## src/rtl/alu_pkg.sv

```systemverilog
// Shared constants and types for the ALU result path.
package alu_pkg;

  localparam int ALU_WIDTH = 16;
  localparam int ALUOP_W   = 3;

  // Bit positions inside the 4-bit flag field {zero, slt, overflow, c_out}
  localparam int FLAG_ZERO = 3;
  localparam int FLAG_SLT  = 2;
  localparam int FLAG_OVF  = 1;
  localparam int FLAG_COUT = 0;

  typedef struct packed {
    logic [ALU_WIDTH-1:0] result;
    logic [3:0]           flags;
    logic [ALUOP_W-1:0]   aluop;
  } alu_entry_t;

endpackage

```

## src/rtl/alu_rb_fifo.sv

```systemverilog
// Generic synchronous FIFO with registered ready/valid/count and an output
// register. The head is presented from a register, so the output holds the
// last popped value while the FIFO is empty.
module alu_rb_fifo #(
  parameter int DW    = 8,
  parameter int DEPTH = 2
) (
  input  logic          i_clk,
  input  logic          i_rst,
  input  logic          i_push_valid,
  output logic          o_push_ready,
  input  logic [DW-1:0] i_push_data,
  output logic          o_pop_valid,
  input  logic          i_pop_ready,
  output logic [DW-1:0] o_pop_data
);

  localparam int AW = $clog2(DEPTH);
  localparam int CW = AW + 1;
  localparam logic [CW-1:0] DEPTH_C = CW'(DEPTH);

  logic [DW-1:0] r_mem [DEPTH];
  logic [AW-1:0] r_wr_ptr;
  logic [AW-1:0] r_rd_ptr;
  logic [CW-1:0] r_count;
  logic          r_ready;
  logic          r_valid;
  logic [DW-1:0] r_head;

  logic          w_push;
  logic          w_pop;
  logic [CW-1:0] w_count_next;
  logic [AW-1:0] w_rd_next;

  assign w_push       = i_push_valid & r_ready;
  assign w_pop        = r_valid & i_pop_ready;
  assign w_rd_next    = w_pop ? r_rd_ptr + AW'(1) : r_rd_ptr;
  assign o_push_ready = r_ready;
  assign o_pop_valid  = r_valid;
  assign o_pop_data   = r_head;

  // Occupancy after this edge's push/pop
  always_comb begin
    w_count_next = r_count;
    if (w_push && !w_pop)      w_count_next = r_count + CW'(1);
    else if (!w_push && w_pop) w_count_next = r_count - CW'(1);
  end

  // Storage array; contents need no reset because the pointers gate visibility
  always_ff @(posedge i_clk) begin
    if (w_push) r_mem[r_wr_ptr] <= i_push_data;
  end

  // Pointers, count and registered handshake flags
  always_ff @(posedge i_clk) begin
    if (i_rst) begin
      r_wr_ptr <= '0;
      r_rd_ptr <= '0;
      r_count  <= '0;
      r_ready  <= 1'b0;
      r_valid  <= 1'b0;
    end else begin
      if (w_push) r_wr_ptr <= r_wr_ptr + AW'(1);
      r_rd_ptr <= w_rd_next;
      r_count  <= w_count_next;
      r_ready  <= (w_count_next < DEPTH_C);
      r_valid  <= (w_count_next != '0);
    end
  end

  // Head register: the new head comes straight from the push data when the
  // slot being written is the one that becomes the head, otherwise from memory
  always_ff @(posedge i_clk) begin
    if (i_rst) begin
      r_head <= '0;
    end else if (w_count_next != '0) begin
      if (w_push && (r_wr_ptr == w_rd_next)) r_head <= i_push_data;
      else                                   r_head <= r_mem[w_rd_next];
    end
  end

endmodule

```

## src/rtl/alu_result_buffer.sv

```systemverilog
// Registers ALU results with their flags into a small FIFO, adds a zero flag,
// and tracks sticky overflow status plus a saturating overflow count.
module alu_result_buffer
  import alu_pkg::*;
#(
  parameter int WIDTH = ALU_WIDTH,
  parameter int DEPTH = 2,
  parameter int OP_W  = ALUOP_W,
  parameter int CNT_W = 8
) (
  input  logic             i_clk,
  input  logic             i_rst,
  input  logic             i_in_valid,
  output logic             o_in_ready,
  input  logic [WIDTH-1:0] i_in_result,
  input  logic             i_in_c_out,
  input  logic             i_in_overflow,
  input  logic             i_in_slt,
  input  logic [OP_W-1:0]  i_in_aluop,
  output logic             o_out_valid,
  input  logic             i_out_ready,
  output logic [WIDTH-1:0] o_out_result,
  output logic [3:0]       o_out_flags,
  output logic [OP_W-1:0]  o_out_aluop,
  input  logic             i_clr_sticky,
  output logic             o_sticky_ovf,
  output logic [CNT_W-1:0] o_ovf_count
);

  localparam int DW = WIDTH + 4 + OP_W;

  logic [3:0]       w_flags;
  logic [DW-1:0]    w_push_data;
  logic [DW-1:0]    w_pop_data;
  logic             w_ovf_push;
  logic             r_sticky_ovf;
  logic [CNT_W-1:0] r_ovf_count;

  // Flag field is built at capture time so the zero flag travels with the entry
  always_comb begin
    w_flags            = '0;
    w_flags[FLAG_ZERO] = (i_in_result == '0);
    w_flags[FLAG_SLT]  = i_in_slt;
    w_flags[FLAG_OVF]  = i_in_overflow;
    w_flags[FLAG_COUT] = i_in_c_out;
  end

  assign w_push_data = {i_in_result, w_flags, i_in_aluop};
  assign w_ovf_push  = i_in_valid & o_in_ready & i_in_overflow;

  alu_rb_fifo #(
    .DW    (DW),
    .DEPTH (DEPTH)
  ) u_fifo (
    .i_clk        (i_clk),
    .i_rst        (i_rst),
    .i_push_valid (i_in_valid),
    .o_push_ready (o_in_ready),
    .i_push_data  (w_push_data),
    .o_pop_valid  (o_out_valid),
    .i_pop_ready  (i_out_ready),
    .o_pop_data   (w_pop_data)
  );

  assign o_out_result = w_pop_data[DW-1 -: WIDTH];
  assign o_out_flags  = w_pop_data[OP_W +: 4];
  assign o_out_aluop  = w_pop_data[OP_W-1:0];

  // Sticky overflow and saturating count; a clear in the same cycle as an
  // overflow push is applied first, so the push is still recorded
  always_ff @(posedge i_clk) begin
    if (i_rst) begin
      r_sticky_ovf <= 1'b0;
      r_ovf_count  <= '0;
    end else if (i_clr_sticky) begin
      r_sticky_ovf <= w_ovf_push;
      r_ovf_count  <= w_ovf_push ? CNT_W'(1) : '0;
    end else if (w_ovf_push) begin
      r_sticky_ovf <= 1'b1;
      if (r_ovf_count != '1) r_ovf_count <= r_ovf_count + CNT_W'(1);
    end
  end

  assign o_sticky_ovf = r_sticky_ovf;
  assign o_ovf_count  = r_ovf_count;

endmodule

```

## config.mk

```make
export PLATFORM = sky130hd
export DESIGN_NAME = alu_result_buffer
export DESIGN_NICKNAME = d
export VERILOG_FILES = /design/src/rtl/alu_pkg.sv /design/src/rtl/alu_rb_fifo.sv /design/src/rtl/alu_result_buffer.sv
export SDC_FILE = /design/constraint.sdc
export NUM_CORES = 1
export LEC_CHECK = 0
export CAP_MARGIN = 40
export CORE_ASPECT_RATIO = 1.5
export CORE_UTILIZATION = 52
export DETAILED_ROUTE_END_ITERATION = 6
export PLACE_DENSITY = 0.88
export SYNTH_ARGS = -nofsm -noshare
export SYNTH_HDL_FRONTEND = slang
export SYNTH_SLANG_ARGS = --single-unit
```

## constraint.sdc

```tcl
create_clock -name i_clk -period 2.9 [get_ports i_clk]
set_input_delay 0.58 -clock i_clk [delete_from_list [all_inputs] [get_ports i_clk]]
set_output_delay 0.58 -clock i_clk [all_outputs]
set_load 0.01 [all_outputs]
```

After elaboration in Yosys (flattened, before gate mapping) --
Memories as Yosys holds them, arrays and structs flattened. A register that Yosys moved wholly into a read port is not among the register bits. Index checks and enable logic that the tools add are counted.
Cells by class: $add $sub $neg 5, $lt $le $gt $ge 1, bitwise gates (word level) 3, reduce and logical (&&, ||, !) cells 9, equal/unequal tests 1, shift-type cells 0, divide/modulo/power cells 0, multiply operators 0, multiplexer cells 11
Operators with widths (count):
- 2-to-1 mux 8 bit | 3
- logical NOT 16 bit | 1
- adder 8 x 1 -> 8 bit (second input constant) | 1
- inequality test 8 bit (second input constant) | 1
- 2-to-1 mux 1 bit | 6
- nonzero test 2 bit | 3
- 2-to-1 mux 2 bit | 2
- bitwise AND 1 bit | 3
- adder 1 bit (second input constant) | 2
- adder 2 x 1 -> 2 bit (second input constant) | 1
- logical AND 1 bit | 2
- logical NOT 1 bit | 2
- less-than comparator 2 bit (second input constant) | 1
- AND reduction 2 bit | 1
- subtractor 2 x 1 -> 2 bit (second input constant) | 1
Storage, ports and cells: output and inout port bits 34, memory bits (read-only) 0, memories kept 1, bits in registers 15, bits in latches 0, RAM bits 46
Memory list:
- u_fifo.r_mem | depth 2, width 23, read ports 1, clocked after Yosys merged registers in 1, write ports 1, line alu_rb_fifo.sv:22 | logic [DW-1:0] r_mem [DEPTH];

Logic depth before layout (Yosys ltp) --
depth in word-level cells 6, depth in mapped cells 8, gate-level depth less buffers 6

Modules after synthesis --
Synthesis repeated with hierarchy kept, for this count alone.
Second synthesis, totals: cells, all modules 314, area total of the unflattened synthesis 3602.2 µm²
Modules (own cells, without submodules):
- alu_rb_fifo | cells each 253, instances 1, sequential area each 1961.9 µm², area each 3065.4 µm²
- alu_result_buffer | cells each 61, instances 1, sequential area each 180.2 µm², area each 536.8 µm²

Worst setup path after synthesis --
Ideal clock, no wire load.
kind input to register, start point input i_in_valid, end point memory u_fifo.r_mem[0][0] (netlist bit) (enable), slack 0.600 ns, cell stages on the path 3, setup time 0.403 ns, data arrival time 1.897 ns, required time 2.497 ns, cells stage by stage nand2_2 -> clkbuf_1 -> nor2_1
Between the ends: longest elaborated chain between the ends 3
Ends and longest elaborated chain:
- start, declared | line alu_result_buffer.sv:13 | input logic i_in_valid,
- bitwise AND 1 bit | line alu_rb_fifo.sv:35 | assign w_push = i_push_valid & r_ready;
- 2-to-1 mux 1 bit | line alu_rb_fifo.sv:51 | if (w_push) r_mem[r_wr_ptr] <= i_push_data;
- 2-to-1 mux 1 bit (implied by the code) | line alu_rb_fifo.sv:51
- end, declared | line alu_rb_fifo.sv:22
No other way between the ends.

Worst setup path after layout --
start point input i_out_ready, end point register u_fifo.r_head[13] (netlist: u_fifo.o_pop_data[13]), read port of u_fifo.r_mem
Between the ends: longest elaborated chain between the ends 5
Ends and longest elaborated chain:
- start, declared | line alu_result_buffer.sv:21 | input logic i_out_ready,
- bitwise AND 1 bit * | line alu_rb_fifo.sv:36 | assign w_pop = r_valid & i_pop_ready;
- logical AND 1 bit / logical NOT 1 bit (equally long branches) | line alu_rb_fifo.sv:46, alu_rb_fifo.sv:45
- 2-to-1 mux 2 bit / logical AND 1 bit (equally long branches) | line alu_rb_fifo.sv:46, alu_rb_fifo.sv:45
- 2-to-1 mux 2 bit | line alu_rb_fifo.sv:45 | if (w_push && !w_pop) w_count_next = r_count + CW'(1);
- nonzero test 2 bit | line alu_rb_fifo.sv:76 | end else if (w_count_next != '0) begin
- end, declared | line alu_rb_fifo.sv:28 | logic [DW-1:0] r_head;
Every way passes the cells marked *; elsewhere a longest branch is shown, timed or not. A chain may end at the register's enable or synchronous reset.

==> impl_metrics.tcl <==
set metrics [dict create \
    outcome "complete, no violations" \
    cts_setup_buffers 0 \
    fin_crit_sh_pct 80.4 \
    crit_path_max_fanout 14 \
    synth.top_cell.area_share_pct 40.0 \
    min_period_ps 2330 \
    gp_congestion 0.760 \
    syn_area_um2 3460 \
    max-vdd-ir-drop_mv 0.361 \
    hold_viol 0 \
    synthToLayoutAreaGrowth_pct 26.5 \
    numCtsBuffers 9 \
    finClkSkew_ps 10.9 \
    die_y_um 102 \
    vias 2784 \
    clock.fmax_ghz 0.429 \
    clockBufferDepth 2 \
    clock_sink_count 84 \
    arrival_ps 2630 \
    setup_violations 0 \
    required_ps 3190 \
    start_util_pct 53.7 \
    synth_area_leaders "edfxtp_1 40%, dfxtp_1 22%, nand2_1 7.8%, a311o_1 6.1%, a21oi_1 4.3%" \
    cts-root-buf "clkbuf_8" \
    synth_flop_cell "edfxtp_1" \
    grt_pass1_wl_um 12700 \
    totalWireLength_um 7990 \
    endpoint_kind "flop" \
    hold_class "reg -> reg" \
    final_core_utilization_pct 67.9 \
    rows 36 \
    die_w_um 68.6 \
    ys_types 38 \
    clkLatencyLatePin_ps 370 \
    drt-vias-per-instance 6.05 \
    max_cap_violations 0 \
    dp_hpwl_um 5300 \
    path_clk_slew_ps 90 \
    grt_pass1_vias 2659 \
    syn_nets 346 \
    most-common-layout-cells "72 x nand2_1, 60 x clkdlybuf4s50_1, 46 x edfxtp_1" \
    placed_cell_area_um2 4180 \
    ctsHoldBuffers 0 \
    final_nets 407 \
    drt_iter0_markers 242 \
    whs_ps 457 \
    grt_overflow 0 \
    start_kind "input pin" \
    finalSetupTns_ps 0 \
    wl_per_cell_um 17.4 \
    worst_pin_slew_ps 769 \
    ant_nets 0 \
    htree_levels 3 \
    antenna_found_initial 0 \
    syn_inst 318 \
    synth_seq_cells 84 \
    postCtsResizedCells 0 \
    final_common_cell "nand2_1" \
    yosysTopAreaCell "edfxtp_1" \
    fp.dieArea_um2 6990 \
    diodes 0 \
    avgSynthCellArea_um2 10.9 \
    design_area_um2 4370 \
    drive_gt1_share_pct 9.11 \
    ios 61 \
    power.density_nw_per_um2 791 \
    rsz0062_at_grt "no" \
    core_um2 6440 \
    crit_type "in -> reg" \
    drv_slew 0 \
    synth_edf_count 46 \
    drc 0 \
    io_buffers 60 \
    firstDrtPassIters 4 \
    ys_warn_count 0 \
    ys_seq_area_share_pct 62.0 \
    leakagePower_nw 1.50 \
    async_flop_share_pct 0 \
    timing.slew.headroom_pct 48.5 \
    gr-usage-all-layers_pct 25.2 \
    grt_max_degree 33 \
    cts_tree "done" \
]
[path summary, 6_finish.rpt]
path,cells after the start,to,slack [ps],from
setup / recovery,7,u_fifo.o_pop_data[13],570,i_out_ready
hold / removal,2,u_fifo.o_pop_data[20],460,u_fifo.o_pop_data[20]
setup reg to reg,6,u_fifo.o_pop_data[13],870,u_fifo.o_pop_valid
hold reg to reg,2,u_fifo.o_pop_data[20],460,u_fifo.o_pop_data[20]
[Yosys cell counts (3+ instances only)]
cell      count
a21oi_1      30
nor3_1       25
xnor2_1       4
buf_2         9
nand4_1       3
nor2_1       13
nand2_1      72
xor2_1        3
nor4_1        4
and3_1        5
and2_1        3
o21ai_0       3
clkbuf_1     10
edfxtp_1     46
dfxtp_1      38
a311o_1      21
[metrics by stage]
step                total power, mW  worst slack [ps]  cells
CTS                            3.47               545    460
global placement               2.63               293    444
global route                   3.63               478    460
floorplan                      2.18               600    318
detailed placement             2.67               192    444
finish                         3.46               568    460
[critical path: stages]
cell and delay [ps]:
clkdlybuf4s50_1 420, and2_1 220, xnor2_2 620, buf_12 220
nand2_1 80, a311o_1 360, a21oi_1 120
[metal layers]
layer	vias up	wire, µm	track usage (%)
li1	1282	-	-
met1	1349	3090	29.9
met2	127	4170	42.8
met3	26	491	3.91
met4	0	242	13.8
met5	-	0	0
[kinds of logic (layout without fill, tap and decap cells)]
| group | Yosys count | after routing | share of synthesized area (%) |
|---|---|---|---|
| DFF | 84 | 84 | 62.0 |
| adders and majority gates | 1 | 1 | 0.362 |
| and+or+nand+nor | 140 | 140 | 18.8 |
| AOI/OAI and AO/OA | 60 | 60 | 12.5 |
| buffers and inverters | 23 | 89 | 3.04 |
| xor gates and xnor gates | 10 | 10 | 3.37 |
[power by group]
group,leakage (nW),switching [mW],internal [mW],total (mW)
logic,0.670,0.592,0.535,1.13
registers,0.732,0.0975,1.43,1.53
clock network,0.0991,0.470,0.337,0.806
total,1.50,1.16,2.30,3.46
[final cells by class]
cell class | instances | area (µm²)
Clock buffer | 9 | 124
Inverter | 2 | 7.51
Timing Repair Buffer | 71 | 708
Multi-Input combinational cell | 211 | 1230
Sequential cell | 84 | 2140
Tap cell | 76 | 95.1
Clock inverter | 7 | 66.3
Fill cell | 479 | 2070
[registers in the layout, indices dropped and copies added, names as in the netlist]
signal	count
u_fifo.r_mem	46
u_fifo.o_pop_data	23
o_ovf_count	8
u_fifo.r_count	2
o_sticky_ovf	1
u_fifo.o_pop_valid	1
u_fifo.o_push_ready	1
u_fifo.r_rd_ptr	1
u_fifo.r_wr_ptr	1
No activity file was read; power rests on OpenSTA's default activity.
